`src/rtl/adder_pipe_n.sv`:
```
// Pipelined N-bit add/subtract: the carry chain is cut into STAGES equal chunks, one per register.
// Define ADDER_PIPE_OVF_EN to add a registered signed-overflow output OVF.
module adder_pipe_n #(
   parameter int N      = 8,
   parameter int STAGES = 2
) (
   input  logic         clk,
   input  logic         reset,
   input  logic         in_valid,
   output logic         in_ready,
   input  logic [N-1:0] P,
   input  logic [N-1:0] Q,
   input  logic         Cin,
   input  logic         op_sub,
   output logic         out_valid,
   input  logic         out_ready,
   output logic [N-1:0] SUM,
   output logic         Cout
`ifdef ADDER_PIPE_OVF_EN
   ,
   output logic         OVF
`endif
);

   localparam int M = N / STAGES;
   localparam int L = STAGES - 1;

   if (STAGES < 1 || STAGES > N || (N % STAGES) != 0) begin : g_bad_cfg
      $error("adder_pipe_n: STAGES must lie in 1..N and divide N");
   end

   logic [STAGES-1:0] valid_r;
   logic [STAGES-1:0] adv;
   logic [STAGES-1:0] load;
   logic              accept;

   // Operand registers hold only the not-yet-added upper bits, shifted down to bit 0.
   logic [N-1:0] p_r [STAGES];
   logic [N-1:0] q_r [STAGES];
   logic [N-1:0] s_r [STAGES];
   logic [STAGES-1:0] c_r;

   logic [N-1:0] src_p [STAGES];
   logic [N-1:0] src_q [STAGES];
   logic [N-1:0] src_s [STAGES];
   logic [STAGES-1:0] src_c;

   logic [M:0]   chunk [STAGES];
   logic [N-1:0] nxt_p [STAGES];
   logic [N-1:0] nxt_q [STAGES];
   logic [N-1:0] nxt_s [STAGES];
   logic [STAGES-1:0] nxt_c;

   for (genvar k = 0; k < STAGES; k++) begin : g_src
      if (k == 0) begin : g_head
         assign src_p[0] = P;
         assign src_q[0] = op_sub ? ~Q : Q;
         assign src_s[0] = '0;
         assign src_c[0] = op_sub | Cin;
      end else begin : g_body
         assign src_p[k] = p_r[k-1];
         assign src_q[k] = q_r[k-1];
         assign src_s[k] = s_r[k-1];
         assign src_c[k] = c_r[k-1];
      end
   end

   always_comb begin
      for (int k = 0; k < STAGES; k++) begin
         chunk[k] = {1'b0, src_p[k][M-1:0]} + {1'b0, src_q[k][M-1:0]} + (M+1)'(src_c[k]);
         nxt_s[k] = src_s[k] | (N'(chunk[k][M-1:0]) << (k * M));
         nxt_c[k] = chunk[k][M];
         nxt_p[k] = src_p[k] >> M;
         nxt_q[k] = src_q[k] >> M;
      end
   end

   // Walk from the output back: a stage may move when the stage after it is empty or moving.
   always_comb begin
      logic room;
      room = out_ready;
      adv  = '0;
      for (int k = L; k >= 0; k--) begin
         adv[k] = valid_r[k] && room;
         room   = !valid_r[k] || adv[k];
      end
   end

   assign in_ready = !reset && (!valid_r[0] || adv[0]);
   assign accept   = in_valid && in_ready;
   assign load     = STAGES'({adv, accept});

   always_ff @(posedge clk) begin
      if (reset) begin
         valid_r <= '0;
         c_r     <= '0;
         for (int k = 0; k < STAGES; k++) begin
            p_r[k] <= '0;
            q_r[k] <= '0;
            s_r[k] <= '0;
         end
      end else begin
         for (int k = 0; k < STAGES; k++) begin
            if (load[k]) begin
               valid_r[k] <= 1'b1;
               p_r[k]     <= nxt_p[k];
               q_r[k]     <= nxt_q[k];
               s_r[k]     <= nxt_s[k];
               c_r[k]     <= nxt_c[k];
            end else if (adv[k]) begin
               valid_r[k] <= 1'b0;
            end
         end
      end
   end

   assign out_valid = valid_r[L];
   assign SUM       = s_r[L];
   assign Cout      = c_r[L];

`ifdef ADDER_PIPE_OVF_EN
   logic nxt_ovf;
   logic ovf_r;

   // Carry into the MSB is recovered from the MSB sum bit and its two operand bits.
   assign nxt_ovf = src_p[L][M-1] ^ src_q[L][M-1] ^ chunk[L][M-1] ^ chunk[L][M];

   always_ff @(posedge clk) begin
      if (reset) begin
         ovf_r <= 1'b0;
      end else if (load[L]) begin
         ovf_r <= nxt_ovf;
      end
   end

   assign OVF = ovf_r;
`endif

endmodule
```
`config.mk`:
```
export PLATFORM = sky130hd
export DESIGN_NAME = adder_pipe_n
export DESIGN_NICKNAME = d
export VERILOG_FILES = /design/src/rtl/adder_pipe_n.sv
export SDC_FILE = /design/constraint.sdc
export NUM_CORES = 1
export LEC_CHECK = 0
export ABC_AREA = 1
export CORE_MARGIN = 8
export CORE_UTILIZATION = 32
export DETAILED_ROUTE_END_ITERATION = 12
export PLACE_DENSITY = 0.64
export SKIP_CTS_REPAIR_TIMING = 1
export SYNTH_ARGS = -nofsm -noshare
export SYNTH_HDL_FRONTEND = slang
export SYNTH_SLANG_ARGS = --single-unit
```
`constraint.sdc`:
```
create_clock -name clk -period 2.5 [get_ports clk]
set_clock_uncertainty 0.15 [all_clocks]
set_input_delay 0.625 -clock clk [delete_from_list [all_inputs] [get_ports clk]]
set_output_delay 0.625 -clock clk [all_outputs]
set_load 0.01 [all_outputs]
```
==> key figures <==
Power
  • PD cells: 535.3 mW/mm2
  • Clock Power Share: 26.4%
  • Int Pwr: 0.0007333 W
  • Power, Total: 0.0009752 W
  • Pleak: 0.7826 nW
  • Switch Pwr: 0.0002419 W
  • Sw Ratio: 24.80%
  • Max VDD drop: 0.2237 mV
  • Sequential power share: 49.6%
  • Combinational share of power: 24.0%

Worst setup path
  • CP max FO: 2
  • Critical path arrival: 2310 ps
  • Depth of the most critical reg-to-reg path: 5
  • Crit path max-delay family: adder cells
  • R2r startpoint: q_r[0][0]
  • Slowest cell on crit path: clkdlybuf4s50_1
  • Max incr delay on CP: 390 ps
  • Crit-path cells: clkdlybuf4s50_1 -> or2_2 -> fa_2 -> fa_2 -> xnor2_2 -> nor2_2
  • FF-to-FF setup slack: 790 ps
  • CP startpoint kind: primary input
  • Crit path top cell by count: fa_2
  • CP Class: primary input to flip-flop
  • Critical Path End Type: flip-flop
  • Worst R2R End: s_r[0][14]
  • Worst path required time: 2370 ps
  • Worst path bufs/invs: 1
  • WP depth: 6

Floorplanning
  • Ports: 33
  • Core footprint: 0.003971 mm2
  • Initial Util: 33.21%
  • Die height: 80.20 um
  • Std cell rows: 23
  • Die width: 80.20 um
  • Full die area: 0.006431 mm2

STA
  • Worst-margin pin slew: 293.8 ps
  • Max frequency: 410.6 MHz
  • Setup violators final: 0
  • Max-slew violations: 0
  • Final worst path period need: 2436 ps
  • RSZ-0062 raised after global routing: false
  • Post-route setup TNS: 0 ps
  • Max-slew headroom: 80.34%
  • Fin. Hold Viols: 0
  • Final Cycle Share: 97.43%

Route
  • # DRC: 0
  • Met2 wire len: 1221 um
  • WL final: 2517 um
  • Met3 WL: 198 um
  • Vias: 929
  • DRT Pass-1 Iters: 4
  • Initial DRC Count: 51
  • Post-route ant nets: 0
  • Routed wire length per instance: 11.60 um
  • WL met1: 1052 um
  • Via density: 4.281
  • DR top layer: met4

Finish
  • Ant. Diodes: 0
  • Fin util: 45.87%
  • Area Growth Syn to Fin: 38.14%
  • Fillers: 383
  • Share of cells above drive strength 1: 19.16%
  • Nets@finish: 200

Outcome
  • Status: complete, no violations

Yosys
  • #FFs+latches synth: 24
  • Library cells used by synthesis: 21
  • Syn Area/Cell: 10.55 um2
  • Yosys Warn Count: 0
  • Sequential element share of the synthesized area: 51.61%
  • Mapped Area: 0.001319 mm2
  • Syn_nets: 157
  • Mapped Cells: 125

Clocking
  • CTS HTree Levels: 1
  • Clock transition at path regs: 80 ps
  • Clock Latency Late Sink: 260 ps
  • CTS Root Cell: clkbuf_8
  • CTS tree: done
  • Num CTS Buffers: 3
  • TritonCTS sink count: 24
  • Buffers from clock root to sink, at most: 2

Place
  • Final Wtd Congestion: 0.7504
  • HPWL after DPL: 2072 um
  • Port Buffer Count: 32

Global route
  • First-pass GRT wire length: 4077 um
  • Total GRT Usage: 7.821%
  • Vias in the first global route: 942
  • Grt ovf: 0
  • Largest net degree at the start of global routing: 19
  • Initial antenna violation count: 0

Flow run
  • Max-cap violations: 0

Hold path
  • Hold depth: 2
  • WHS Endpoint: valid_r[1]
  • Worst hold-check path type: flip-flop to flip-flop
  • Hold path start: valid_r[0]
-- cells in the mapped netlist --
cell | instances | share of area, %
nor2_1 | 16 | 4.6
nand2_2 | 1 | 0.47
inv_2 | 1 | 0.28
fa_1 | 4 | 6.1
edfxtp_1 | 20 | 46
nand3_2 | 1 | 0.76
a21oi_1 | 9 | 3.4
xnor2_1 | 5 | 3.3
buf_2 | 1 | 0.38
nor2_2 | 9 | 4.3
xor2_1 | 5 | 3.3
ha_1 | 6 | 5.7
nand2_1 | 8 | 2.3
inv_4 | 1 | 0.47
nand3_1 | 6 | 2.3
inv_1 | 22 | 6.3
dfxtp_1 | 4 | 6.1
nor2_4 | 2 | 1.7
buf_12 | 1 | 1.5
or2_2 | 2 | 0.95
o21ai_0 | 1 | 0.38
-- through the flow --
step	cell area, um2	setup slack, ps	hold WS [ps]	std cells
global route	1822	15.05	374.0	217
CTS	1807	-124.2	361.1	217
global placement	1752	-366.3	329.8	213
floorplan	1321	3.354	320.2	125
finish	1822	64.26	361.2	217
detailed placement	1752	-403.8	349.8	213
-- worst max path at each step --
stage                         start   endpoint  slack [ps]
after floorplan              op_sub  s_r[0][2]           3
after global placement       op_sub  s_r[0][2]        -370
after detailed placement     op_sub  s_r[0][2]        -400
after CTS                 out_ready   in_ready        -120
after global routing            Cin  s_r[0][2]          20
final                           Cin  s_r[0][2]          60
-- power groups by stage --
stage                     registers, W  clock network [W]  logic, W
final                         0.000484           0.000257  0.000234
after global routing          0.000487           0.000278  0.000261
after CTS                     0.000484           0.000261  0.000231
after detailed placement      0.000494                  0  0.000230
after global placement        0.000492                  0  0.000222
after floorplan               0.000498                  0  0.000127
-- flip-flops by register name, indices dropped and copies added, names as in the netlist --
register / count
c_r: 2
valid_r: 2
p_r: 4
s_r: 12
q_r: 4
-- cells in the final DEF, fill, tap and decap left out --
| cell type | Yosys | layout |
|---|---|---|
| clkdlybuf4s50_1 | 0 | 30 |
| inv_1 | 22 | 22 |
| edfxtp_1 | 20 | 20 |
| nor2_1 | 16 | 16 |
| a21oi_1 | 9 | 9 |
| nor2_2 | 9 | 9 |
| nand2_1 | 8 | 8 |
| buf_4 | 0 | 7 |
| nand3_1 | 6 | 6 |
| ha_1 | 6 | 6 |
| xor2_1 | 5 | 5 |
| xnor2_1 | 5 | 4 |
| dfxtp_1 | 4 | 4 |
| clkbuf_8 | 0 | 4 |
| or2_2 | 2 | 2 |
| nor2_4 | 2 | 2 |
| fa_1 | 4 | 2 |
| fa_2 | 0 | 2 |
| dlymetal6s2s_1 | 0 | 2 |
| nand3_2 | 1 | 1 |
| inv_2 | 1 | 1 |
| nand2_2 | 1 | 1 |
| inv_4 | 1 | 1 |
| xnor2_2 | 0 | 1 |
| o21ai_0 | 1 | 1 |
| buf_12 | 1 | 1 |
-- worst register-to-register path: cells and delay by family, from the launching register on --
family | cells | cell delay (ps)
AND/OR/NAND/NOR | 1 | 60
XOR/XNOR | 1 | 150
adder cells (fa/ha/maj) | 2 | 630
flip-flops | 1 | 400
buffers and inverters | 1 | 80
-- logic make-up after synthesis --
logic type | count (synthesis) | synth area share (%)
AO/OA/AOI/OAI | 10 | 3.794
XOR/XNOR | 10 | 6.641
flip-flops | 24 | 51.61
adder cells (fa/ha/maj) | 10 | 11.76
buffers and inverters | 26 | 8.918
AND/OR/NAND/NOR | 45 | 17.27
-- layer usage --
metal  GRT usage (%)  vias up
met4           3.273        0
met3           2.121        5
met2           14.07       30
li1                -      478
met1           8.372      416
met5               0        -
-- layout make-up --
type                       count  area [um2]  area share, %
sequential                    24       680.7          37.36
clock buffer                   4       55.05          3.022
multi-input combinational     75       533.0          29.26
timing repair buffer          40       397.9          21.84
tap                           50       62.56          3.434
inverter                      24       92.59          5.082
(Power assumes the default switching activity.)
